### config.mk
export PLATFORM = sky130hd
export DESIGN_NAME = ifu
export DESIGN_NICKNAME = d
export VERILOG_FILES = /design/src/rtl/ifu.sv
export SDC_FILE = /design/constraint.sdc
export NUM_CORES = 1
export LEC_CHECK = 0
export BUFFER_PORTS_ARGS = -buffer_cell sky130_fd_sc_hd__buf_4
export CAP_MARGIN = 20
export CORE_UTILIZATION = 38
export DETAILED_ROUTE_END_ITERATION = 8
export PLACE_DENSITY = 0.66
export SLEW_MARGIN = 20
export SYNTH_ARGS = -nofsm -noshare
export SYNTH_HDL_FRONTEND = slang
export SYNTH_SLANG_ARGS = --single-unit
### constraint.sdc
create_clock -name clk -period 3.82 [get_ports clk]
set_input_delay 0.764 -clock clk [delete_from_list [all_inputs] [get_ports clk]]
set_output_delay 0.764 -clock clk [all_outputs]
set_load 0.03 [all_outputs]
### src/rtl/ifu.sv
// ifu - instruction fetch unit.
// Takes one-word read requests from the fetch stage and runs them as
// OCP-style reads on the instruction bus. Returns the fetched word and
// reports misalignment and bus error/timeout.
// Ports:
//   clk, nrst            clock, async active-low reset
//   i_addr, i_rd_cmd     fetch request (i_rd_cmd is a one-cycle strobe)
//   o_instr_dat          last fetched word (0 after any error)
//   o_busy               fetch stall, combinational
//   o_err_align          last request was not word aligned
//   o_err_bus            last request got ERR or timed out
//   o_MAddr/o_MCmd/o_MByteEn   bus command side
//   i_SCmdAccept/i_SData/i_SResp  bus slave side
module ifu #(
  parameter int ADDR_WIDTH = 32,
  parameter int DATA_WIDTH = 32,
  parameter int TIMEOUT    = 256,
  parameter int TCNT_WIDTH = 9
) (
  input  logic                  clk,
  input  logic                  nrst,
  input  logic [ADDR_WIDTH-1:0] i_addr,
  input  logic                  i_rd_cmd,
  output logic [DATA_WIDTH-1:0] o_instr_dat,
  output logic                  o_busy,
  output logic                  o_err_align,
  output logic                  o_err_bus,
  output logic [ADDR_WIDTH-1:0] o_MAddr,
  output logic [2:0]            o_MCmd,
  output logic [3:0]            o_MByteEn,
  input  logic                  i_SCmdAccept,
  input  logic [DATA_WIDTH-1:0] i_SData,
  input  logic [1:0]            i_SResp
);

  typedef enum logic [1:0] {IDLE, CMD, RESP} state_t;

  localparam logic [2:0] MCMD_IDLE = 3'b000;
  localparam logic [2:0] MCMD_READ = 3'b010;
  localparam logic [1:0] SRESP_NULL = 2'b00;
  localparam logic [1:0] SRESP_DVA  = 2'b01;

  state_t                state, state_nxt;
  logic [TCNT_WIDTH-1:0] tcnt, tcnt_nxt;
  logic [DATA_WIDTH-1:0] instr_nxt;
  logic                  err_align_nxt, err_bus_nxt;
  logic [ADDR_WIDTH-1:0] maddr_nxt;
  logic [2:0]            mcmd_nxt;
  logic [3:0]            mbyteen_nxt;
  logic                  aligned, tmo_hit;

  assign aligned = (i_addr[1:0] == 2'b00);
  // Last NULL cycle allowed: counter starts at 0 in the first RESP cycle.
  assign tmo_hit = (TIMEOUT != 0) && (tcnt == TCNT_WIDTH'(TIMEOUT - 1));
  // Stall must assert in the request cycle itself, before any state change.
  assign o_busy  = (state != IDLE) || i_rd_cmd;

  // state register
  always_ff @(posedge clk or negedge nrst) begin
    if (!nrst) state <= IDLE;
    else       state <= state_nxt;
  end

  // next state
  always_comb begin
    state_nxt = state;
    case (state)
      IDLE:    if (i_rd_cmd && aligned) state_nxt = CMD;
      CMD:     if (i_SCmdAccept) state_nxt = RESP;
      RESP:    if (i_SResp != SRESP_NULL || tmo_hit) state_nxt = IDLE;
      default: state_nxt = IDLE;
    endcase
  end

  // output / datapath next values
  always_comb begin
    instr_nxt     = o_instr_dat;
    err_align_nxt = o_err_align;
    err_bus_nxt   = o_err_bus;
    maddr_nxt     = o_MAddr;
    mcmd_nxt      = o_MCmd;
    mbyteen_nxt   = o_MByteEn;
    tcnt_nxt      = tcnt;
    case (state)
      IDLE: if (i_rd_cmd) begin
        err_align_nxt = 1'b0;
        err_bus_nxt   = 1'b0;
        if (!aligned) begin
          err_align_nxt = 1'b1;
          instr_nxt     = '0;   // NOP
        end else begin
          maddr_nxt   = i_addr;
          mcmd_nxt    = MCMD_READ;
          mbyteen_nxt = 4'hF;
        end
      end
      CMD: if (i_SCmdAccept) begin
        mcmd_nxt    = MCMD_IDLE;
        mbyteen_nxt = 4'h0;
        tcnt_nxt    = '0;
      end
      RESP: begin
        if (i_SResp == SRESP_DVA) begin
          instr_nxt = i_SData;
        end else if (i_SResp != SRESP_NULL || tmo_hit) begin
          // ERR, reserved code 10, or timeout
          err_bus_nxt = 1'b1;
          instr_nxt   = '0;
        end else begin
          tcnt_nxt = tcnt + 1'b1;
        end
      end
      default: ;
    endcase
  end

  // output registers
  always_ff @(posedge clk or negedge nrst) begin
    if (!nrst) begin
      o_instr_dat <= '0;
      o_err_align <= 1'b0;
      o_err_bus   <= 1'b0;
      o_MAddr     <= '0;
      o_MCmd      <= MCMD_IDLE;
      o_MByteEn   <= 4'h0;
      tcnt        <= '0;
    end else begin
      o_instr_dat <= instr_nxt;
      o_err_align <= err_align_nxt;
      o_err_bus   <= err_bus_nxt;
      o_MAddr     <= maddr_nxt;
      o_MCmd      <= mcmd_nxt;
      o_MByteEn   <= mbyteen_nxt;
      tcnt        <= tcnt_nxt;
    end
  end

endmodule

* Yosys cells after proc, flatten, opt, wreduce, memory -nomap -nowiden *
Index checks and enable logic that the tools add are counted.

storage, ports and cells
  register bits = 84
  output and inout port bits = 74
  logic and storage cells = 65

cells by class
  add/sub/neg operators = 1
  equal/unequal tests = 13
  multiplexer cells = 26
  reduce and logical (&&, ||, !) cells = 17

operators by type and width
  cell                                                  count
  two-way mux 32 bit                                    4
  one-hot mux 32 bit (2 select lines)                   1
  two-way mux 9 bit                                     3
  one-hot mux 9 bit (2 select lines)                    1
  inequality test 2 bit (second input constant)         8
  AND reduction 4 bit                                   4
  two-way mux 4 bit                                     3
  nonzero test 2 bit                                    5
  adder 9 x 1 -> 9 bit (second input constant)          1
  equality test 9 x 8 -> 1 bit (second input constant)  1
  two-way mux 3 bit                                     3
  one-hot mux 4 bit (2 select lines)                    1
  two-way mux 2 bit                                     3
  one-hot mux 2 bit (3 select lines)                    1
  one-hot mux 3 bit (2 select lines)                    1
  AND reduction 3 bit                                   2
  equality test 2 x 1 -> 1 bit (second input constant)  2
  zero test 2 bit                                       2
  two-way mux 1 bit                                     4
  inequality test 3 bit (second input constant)         1
  equality test 2 bit (second input constant)           1
  logical OR 1 bit                                      2
  one-hot mux 1 bit (2 select lines)                    1
  AND reduction 2 bit                                   1
  logical AND 1 bit                                     1

* Logic depth before layout (Yosys ltp) *
Gate-level depths: netlist of the first run.

  depth in word-level cells = 5
  gate-level depth with buffers = 8
  gate-level depth less buffers = 8

* Worst setup path after synthesis of the first run *
No wires, ideal clock.

  kind = register to output
  from = reg state[0]
  to = out o_busy
  data arrival time = 1291 ps
  data required time = 3056 ps
  path slack = 1765 ps
  cell stages (with the launch flop) = 4
  buffers on the path = 2
  cell sequence = dfrtp_1 -> buf_2 -> buf_1 -> or3_1

on the way
  word-level cells in the longest chain between the ends = 2

ends and longest elaborated chain
  element                 line  text
  from (decl)             43    state_t state, state_nxt;
  from (signal assigned)  61    else state <= state_nxt;
  nonzero test 2 bit      56    assign o_busy = (state != IDLE) || i_rd_cmd;
  logical OR 1 bit        56
  to (decl)               25    output logic o_busy,

No other way between the ends.

* Worst setup path after layout of the first run *
  from = reg tcnt[0]
  to = reg o_instr_dat[20]

on the way
  word-level cells in the longest chain between the ends = 4

ends and longest elaborated chain
  element                                 line  text
  from (decl)                             44    logic [TCNT_WIDTH-1:0] tcnt, tcnt_nxt;
  from (signal assigned)                  134   tcnt <= tcnt_nxt;
  equality test 9 x 8 -> 1 bit            54    assign tmo_hit = (TIMEOUT != 0) && (tcnt == TCNT_WIDTH'(TIMEOUT - 1));
  logical OR 1 bit                        105   end else if (i_SResp != SRESP_NULL || tmo_hit) begin
  inequality test 3 bit (no source line)  -
  AND reduction 4 bit (no source line)    -
  to (signal assigned)                    128   o_instr_dat <= instr_nxt;
  to (decl)                               24    output logic [DATA_WIDTH-1:0] o_instr_dat,

No other way between the ends.
A chain may end at the register's enable or synchronous reset.

==> run_results.csv, run 1 <==
group,metric,value,unit
sta,clock.fmax,0.4416,GHz
critical_path,cp_top_family,"simple AND/OR/NAND/NOR gates",
place,gp_congestion,0.8383,
synth,synthFlopType,"dfrtp_1",
floorplanning,die_w,97.43,µm
global_routing,grt_max_degree,79,
clock_network,clock-sinks,78,
place,place.detailed.hpwl,5764,µm
synth,ys_seq_elements,78,
global_routing,track_usage,17.94,%
critical_path,startpoint_type,"flip-flop",
power,p_seq_share,42.1,%
clock_network,ctsResizeCount,0,
critical_path,r2r_setup_slack,1.56,ns
routing,wl_per_cell,16.55,µm
job,cap_violations,0,
sta,maxSlewViolCount,0,
synth,ys_async_sr_fraction,100.0,%
global_routing,grt_first_pass_wirelength,13680,µm
status,status,"completed",
sta,fin_crit_sh,59.28,%
critical_path,cp_slowest_cell,"dfrtp_1",
power,peakVddDrop,0.0003181,V
synth,synth_area_per_cell,13.11,µm²
cells_and_area,antennaDiodeCount,0,
cells_and_area,area_growth,38.21,%
sta,skew,0.01286,ns
sta,tightest_slew,0.8282,ns
sta,hold_slack,0.4506,ns
critical_path,cpPeakStageDelay,0.41,ns
min_path,hp-class,"input port to asynchronous set/reset pin",
synth,netlist.area_leader.share,56.40,%
clock_network,clkLatencyLatePin,0.34,ns
routing,vias_per_cell,5.324,
synth,synth_edf_count,0,
power,pwr_density_cell,523.7,nW/µm²
clock_network,cts-root-buf,"clkbuf_8",
critical_path,critPathArrivalTime,2.54,ns
synth,yosys_warnings,0,
power,clkPwrFrac,28.2,%
routing,antenna_left,0,
routing,drt_iter0_drc,131,
routing,drc_errors,0,
power,p_sw_share,33.19,%
cells_and_area,nNetsFinal,468,
cells_and_area,drive_above_1_share,55.86,%
global_routing,antenna_found_initial,0,
synth,synth_area_leader_cell,"dfrtp_1",
sta,relSlewSlack,44.71,%
clock_network,path_clk_slew,0.08,ns
synth,syn_area,3461,µm²
clock_network,cts_max_level,3,
routing,drt-pass1-iter-count,4,
sta,finalSetupViolations,0,
critical_path,required,4.10,ns
global_routing,grt_pass1_vias,2748,
synth,syn_inst,264,
power,p_total,0.002505,W
floorplanning,io_pins,144,
routing,postRouteWirelength,8423,µm
floorplanning,die-area,9493,µm²
power,leakage,2.351,nW
power,switchingPower,0.0008314,W
synth,yosys-top-cells-count,"78 x dfrtp_1, 32 x a22o_1, 30 x mux2_2",
sta,rsz0062_at_grt,"no",
clock_network,ctsHoldBuffers,0,
floorplanning,start_util,39.49,%
clock_network,post_cts_buffers,0,
critical_path,crit_path_cell_trace,"ha_1 -> nand2_1 -> nor3_1 -> ha_1 -> or3_4 -> nand2_1 -> buf_4 -> a31o_2",
sta,period_minus_slack,2.265,ns
place,portBuffers,141,
critical_path,setup.worst_path.end_class,"flip-flop",
synth,yosys.cell_types.count,49,
sta,hold_violations,0,
floorplanning,fp.dieH,97.43,µm
floorplanning,num_rows,34,
critical_path,worst-path-buf-inv,1,
routing,via_count,2710,
cells_and_area,fin_util,54.58,%
clock_network,cts_buffer_depth,2,
critical_path,crit_type,"flip-flop to flip-flop",
sta,setup_tns,0,ns
clock_network,cts-buffers-inserted,9,
power,p_int,0.001674,W
critical_path,cp_max_fo,28,
synth,synthTopCellsByArea,"dfrtp_1 56%, mux2_2 9.8%, a22o_1 8.1%",
synth,seq_area_frac_synth,56.40,%
synth,synth.most_common_cell,"dfrtp_1",
global_routing,grt_overflow_total,0,
clock_network,tritoncts,"done",
floorplanning,core,8763,µm²
power,comb_power_share,29.8,%
-- power groups by stage --
stage          Combinational [W]  Sequential (W)  Clock, W
2_1_floorplan           0.000217         0.00129         0
3_3_place_gp            0.000746         0.00106         0
3_5_place_dp            0.000753         0.00107         0
4_1_cts                 0.000753         0.00105  0.000727
5_1_grt                 0.000787         0.00107  0.000757
6_report                0.000746         0.00105  0.000705
-- layer usage --
layer  vias to the layer above  wire length (µm)  GRT usage, %
li1                       1267                 -             -
met4                         0                41         5.090
met1                      1331              3747         23.54
met2                       110              3868         27.49
met5                         -                 0             0
met3                         2               765         7.122
-- worst paths after layout --
check                      startpoint              end  depth (start not counted)
min reg2reg                o_MAddr[0]       o_MAddr[0]                          1
min in group clk           o_MAddr[0]       o_MAddr[0]                          1
max                           tcnt[0]  o_instr_dat[20]                          8
max reg2reg                   tcnt[0]  o_instr_dat[20]                          8
max in group asynchronous        nrst          tcnt[2]                          1
min                              nrst      o_MAddr[20]                          1
-- worst reg2reg max path: stages (launching register included) --
cell     delay, ns
dfrtp_1       0.41
ha_1          0.26
nand2_1       0.14
nor3_1        0.08
ha_1          0.20
or3_4         0.37
nand2_1       0.19
buf_4         0.34
a31o_2        0.23
-- cell type report --
cell class	count	area [µm²]
Clock inverter	6	93.84
Multi-Input combinational cell	156	1350
Tap cell	108	135.1
Fill cell	772	3980
Clock buffer	10	137.6
Inverter	6	22.52
Timing Repair Buffer	145	1092
Sequential cell	78	1952
-- state kept, by name, indices dropped and copies added, names as in the netlist --
register     flops
o_err_align      1
o_err_bus        1
o_MAddr         32
state            2
o_instr_dat     32
tcnt             9
o_MByteEn        1
-- placed cells by master (no fill, tap or decap), types with 3 or more instances in the layout --
cell type / netlist / layout
buf_4: 6 / 144
dfrtp_1: 78 / 78
a22o_1: 32 / 32
mux2_2: 30 / 30
a31o_2: 26 / 26
clkbuf_8: 0 / 10
inv_1: 6 / 6
nand2_1: 6 / 6
a31o_1: 6 / 6
nor2_1: 5 / 5
nand3_1: 4 / 4
nor3_1: 3 / 3
o21a_1: 3 / 3
-- through the flow --
step / setup slack (ns) / cell area (µm²) / cells
final: 1.555 / 4783 / 509
after global routing: 1.411 / 4783 / 509
after CTS: 1.545 / 4780 / 509
after detailed placement: 1.428 / 4548 / 493
after global placement: 1.498 / 4548 / 493
after floorplan: 1.765 / 3465 / 265
-- cell families (layout without fill, tap and decap cells) --
logic type / count (synthesis) / after routing / synth area share, %
flops: 78 / 78 / 56.40
compound gates: 85 / 85 / 21.15
mux: 31 / 31 / 10.05
buf+inv: 31 / 167 / 5.133
other cells: 1 / 2 / 0.1084
simple gates: 36 / 36 / 6.436
fa+ha+maj: 2 / 2 / 0.7230
Note: power is estimated with default switching activity, not from simulation.
==> run 2: changes to the inputs <==
clock period = 2.3 ns   (was 3.82 ns; I/O delays follow)
==> run_results.csv, run 2 (synthesized netlist as in run 1, its figures left out) <==
group,metric,value,unit
status,status,"completed",
routing,via_count,2766,
clock_network,cts_buffer_depth,2,
sta,fin_crit_sh,92.03,%
clock_network,ctsHoldBuffers,0,
sta,skew,0.005246,ns
sta,clock.fmax,0.4725,GHz
clock_network,cts-root-buf,"clkbuf_8",
clock_network,cts_max_level,3,
sta,relSlewSlack,62.62,%
cells_and_area,area_growth,38.18,%
floorplanning,die_w,97.43,µm
critical_path,cp_max_fo,6,
floorplanning,num_rows,34,
clock_network,clkLatencyLatePin,0.34,ns
power,pwr_density_cell,821.2,nW/µm²
sta,period_minus_slack,2.117,ns
cells_and_area,final_cells,515,
place,place.detailed.hpwl,6121,µm
routing,postRouteWirelength,8619,µm
clock_network,ctsResizeCount,0,
place,gp_congestion,0.9212,
routing,vias_per_cell,5.371,
sta,hold_violations,0,
critical_path,critPathArrivalTime,2.37,ns
critical_path,setup.worst_path.end_class,"flip-flop",
cells_and_area,nNetsFinal,474,
global_routing,track_usage,18.14,%
routing,drt_iter0_drc,93,
routing,antenna_left,0,
power,leakage,2.343,nW
clock_network,path_clk_slew,0.08,ns
cells_and_area,largest_registers,"o_MAddr (32), o_instr_dat (32), tcnt (9)",
critical_path,startpoint_type,"flip-flop",
global_routing,grt_overflow_total,0,
cells_and_area,fin_util,54.57,%
critical_path,crit_type,"flip-flop to flip-flop",
sta,rsz0062_at_grt,"no",
place,dp_cells,499,
floorplanning,fp.dieH,97.43,µm
min_path,hp-class,"input port to asynchronous set/reset pin",
floorplanning,core,8763,µm²
clock_network,cts-buffers-inserted,9,
clock_network,tritoncts,"done",
clock_network,post_cts_buffers,0,
cells_and_area,layout_commonest_cell,"buf_4",
clock_network,clock-sinks,78,
cells_and_area,final_cell_mix,"150 x buf_4, 78 x dfrtp_1, 32 x a22o_1",
critical_path,required,2.55,ns
job,cap_violations,0,
sta,setup_tns,0,ns
floorplanning,io_pins,144,
global_routing,grt_pass1_vias,2816,
sta,layout_setup_ws,0.1834,ns
place,dpl_worst_slack,0.2048,ns
global_routing,grt_first_pass_wirelength,13820,µm
place,portBuffers,141,
routing,drt-pass1-iter-count,4,
cells_and_area,antennaDiodeCount,0,
routing,drc_errors,0,
floorplanning,start_util,39.49,%
global_routing,antenna_found_initial,0,
cells_and_area,drive_above_1_share,56.27,%
sta,finalSetupViolations,0,
routing,wl_per_cell,16.74,µm
sta,maxSlewViolCount,0,
floorplanning,die-area,9493,µm²
global_routing,grt_max_degree,43,
power,peakVddDrop,0.0004701,V
sta,tightest_slew,0.5596,ns
run 2: changes by cell type in the layout (fill, tap and decap cells not counted):
cell and change:
buf_4 +6, bufinv_16 -2, buf_12 +1, clkbuf_1 +1, clkinv_4 -2, buf_6 -1
clkinvlp_4 +4, inv_8 -1
run 2: final timing paths:
check | startpoint | endpoint | slack, ns | depth (start not counted)
min | nrst | o_MAddr[21] | 0.07 | 1
max in group asynchronous | nrst | o_MAddr[17] | 1.62 | 2
min reg2reg | o_MAddr[1] | o_MAddr[1] | 0.49 | 1
min in group clk | i_addr[11] | o_MAddr[11] | 0.34 | 2
max reg2reg | tcnt[0] | tcnt[7] | 0.18 | 7
max | tcnt[0] | tcnt[7] | 0.18 | 7
run 2: power by group:
group	internal [W]	switching (W)	leakage, nW	total [W]
logic	0.000545	0.000711	1.26	0.00126
registers	0.00159	0.000161	1.01	0.00175
clock network	0.000419	0.000496	0.0776	0.000916
total	0.00256	0.00137	2.34	0.00393
run 2: worst max-delay path: stages (launching register included):
cell and delay, ns:
dfrtp_1 0.41, ha_1 0.26, nand2_1 0.12, nor3_1 0.07, ha_1 0.20, or3_4 0.36
or4_1 0.53, o221ai_1 0.09
run 2: cell type report:
| class | instances | area (µm²) |
|---|---|---|
| flip-flops and latches | 78 | 1952 |
| clock buffers | 11 | 141.4 |
| repair buffers | 151 | 1146 |
| clock inverters | 5 | 35.03 |
| well taps | 108 | 135.1 |
| inverters | 6 | 22.52 |
| fillers | 759 | 3981 |
| multi-input cells | 156 | 1350 |
run 2: layer usage:
metal | vias to the layer above | global-route usage [%] | part of all wire, %
li1 | 1276 | - | -
met1 | 1360 | 22.23 | 41
met2 | 115 | 29.48 | 48
met3 | 15 | 6.403 | 8.9
met4 | 0 | 6.674 | 1.7
met5 | - | 0 | 0
run 2: per-stage QoR:
stage / instance area (µm²) / hold WS [ns] / total power, W
after floorplan: 3465 / 0.1644 / 0.002503
after global placement: 4606 / 0.4638 / 0.003016
after detailed placement: 4606 / 0.4548 / 0.003046
after CTS: 4782 / 0.07959 / 0.003982
after global routing: 4782 / 0.09623 / 0.004114
final: 4782 / 0.07289 / 0.003927
==> run 3: changes to the inputs <==
HOLD_SLACK_MARGIN = 0.1   (was unset)
==> run_results.csv, run 3 (synthesized netlist as in run 1, its figures left out) <==
group,metric,value,unit
status,status,"completed",
cells_and_area,final_cells,516,
floorplanning,start_util,39.49,%
critical_path,cpPeakStageDelay,0.53,ns
routing,drt-pass1-iter-count,4,
critical_path,setup.worst_path.end_class,"flip-flop",
global_routing,grt_max_degree,43,
routing,drt_iter0_drc,97,
global_routing,track_usage,18.21,%
cells_and_area,nNetsFinal,475,
clock_network,cts-buffers-inserted,9,
cells_and_area,antennaDiodeCount,0,
critical_path,critPathArrivalTime,2.36,ns
power,p_sw_share,34.81,%
place,portBuffers,141,
place,gp_congestion,0.9212,
min_path,hp-class,"input port to flip-flop",
global_routing,antenna_found_initial,0,
routing,vias_per_cell,5.345,
clock_network,cts-root-buf,"clkbuf_8",
cells_and_area,layout_commonest_cell,"buf_4",
critical_path,startpoint_type,"flip-flop",
cells_and_area,fin_util,54.68,%
power,switchingPower,0.001366,W
sta,tightest_slew,0.5616,ns
sta,hold_violations,0,
cells_and_area,area_growth,38.47,%
floorplanning,core,8763,µm²
clock_network,cts_max_level,3,
clock_network,clkLatencyLatePin,0.34,ns
critical_path,cp_top_family,"simple AND/OR/NAND/NOR gates",
critical_path,worst-path-buf-inv,0,
job,cap_violations,0,
sta,relSlewSlack,62.48,%
sta,period_minus_slack,2.111,ns
critical_path,cp_max_fo,6,
critical_path,crit_path_cell_trace,"ha_1 -> nand2_1 -> nor3_1 -> ha_1 -> or3_4 -> or4_1 -> o221ai_1",
cells_and_area,drive_above_1_share,56.13,%
cells_and_area,largest_registers,"o_MAddr (32), o_instr_dat (32), tcnt (9)",
routing,antenna_left,0,
clock_network,path_clk_slew,0.08,ns
floorplanning,die_w,97.43,µm
routing,drc_errors,0,
clock_network,clock-sinks,78,
sta,fin_crit_sh,91.78,%
sta,setup_tns,0,ns
power,leakage,2.347,nW
sta,maxSlewViolCount,0,
routing,via_count,2758,
place,dp_cells,499,
sta,skew,0.006046,ns
sta,clock.fmax,0.4737,GHz
global_routing,grt_first_pass_wirelength,13860,µm
critical_path,crit_type,"flip-flop to flip-flop",
global_routing,grt_overflow_total,0,
floorplanning,fp.dieH,97.43,µm
power,p_int,0.002559,W
critical_path,cp_slowest_cell,"or4_1",
clock_network,post_cts_buffers,0,
critical_path,required,2.55,ns
global_routing,grt_pass1_vias,2830,
cells_and_area,final_cell_mix,"150 x buf_4, 78 x dfrtp_1, 32 x a22o_1",
floorplanning,num_rows,34,
power,comb_power_share,32.0,%
floorplanning,die-area,9493,µm²
place,place.detailed.hpwl,6121,µm
power,p_seq_share,44.7,%
clock_network,cts_buffer_depth,2,
power,peakVddDrop,0.0004699,V
power,pwr_density_cell,819.2,nW/µm²
sta,finalSetupViolations,0,
sta,rsz0062_at_grt,"no",
routing,wl_per_cell,16.76,µm
critical_path,crit_top_cell,"ha_1",
routing,postRouteWirelength,8649,µm
clock_network,tritoncts,"done",
place,place_area,4606,µm²
floorplanning,io_pins,144,
cells_and_area,final_cell_area,4792,µm²
power,clkPwrFrac,23.3,%
cells_and_area,fill_cells,758,
power,p_total,0.003926,W
run 3: area by class of cell:
| cell class | count | area (µm²) | share of cell area (%) |
|---|---|---|---|
| sequential | 78 | 1952 | 40.73 |
| multi-input combinational | 156 | 1350 | 28.17 |
| timing repair buffer | 152 | 1156 | 24.13 |
| clock buffer | 11 | 141.4 | 2.950 |
| tap | 108 | 135.1 | 2.820 |
| clock inverter | 5 | 35.03 | 0.7311 |
| inverter | 6 | 22.52 | 0.4700 |
run 3: worst paths after layout:
path	from	endpoint	slack [ns]	cells after the start
worst max-delay path	tcnt[0]	tcnt[7]	0.19	7
worst min-delay path	i_addr[11]	o_MAddr[11]	0.34	2
worst max register to register	tcnt[0]	tcnt[7]	0.19	7
worst min register to register	o_MAddr[1]	o_MAddr[1]	0.49	1
max in group asynchronous	nrst	o_MAddr[17]	1.06	3
min in group asynchronous	nrst	o_MAddr[21]	0.63	2
run 3: power groups by stage:
stage	Clock, W	Combinational [W]	Sequential (W)
final	0.000914	0.00126	0.00175
after global routing	0.00101	0.00132	0.00179
after CTS	0.000957	0.00127	0.00175
after detailed placement	0	0.00127	0.00178
after global placement	0	0.00125	0.00176
after floorplan	0	0.000361	0.00214
run 3: repair_timing:
item | CTS | global route
endpoints found under the hold margin | 36 | 0
resized for setup | 0 | 0
hold buffers | 1 | 0
run 3: per-stage QoR:
step                      hold WS [ns]  setup WS [ns]
final                           0.3427         0.1890
after global routing            0.3269        0.06941
after CTS                       0.3251         0.1904
after detailed placement        0.4548         0.2048
after global placement          0.4638         0.2622
after floorplan                 0.1644         0.3162
run 3: per-layer routing:
layer / global-route usage, % / vias up / part of all wire [%]
li1: - / 1278 / -
met1: 22.18 / 1353 / 41
met2: 29.69 / 115 / 49
met3: 6.475 / 12 / 8.9
met4: 6.674 / 0 / 1.6
met5: 0 / - / 0
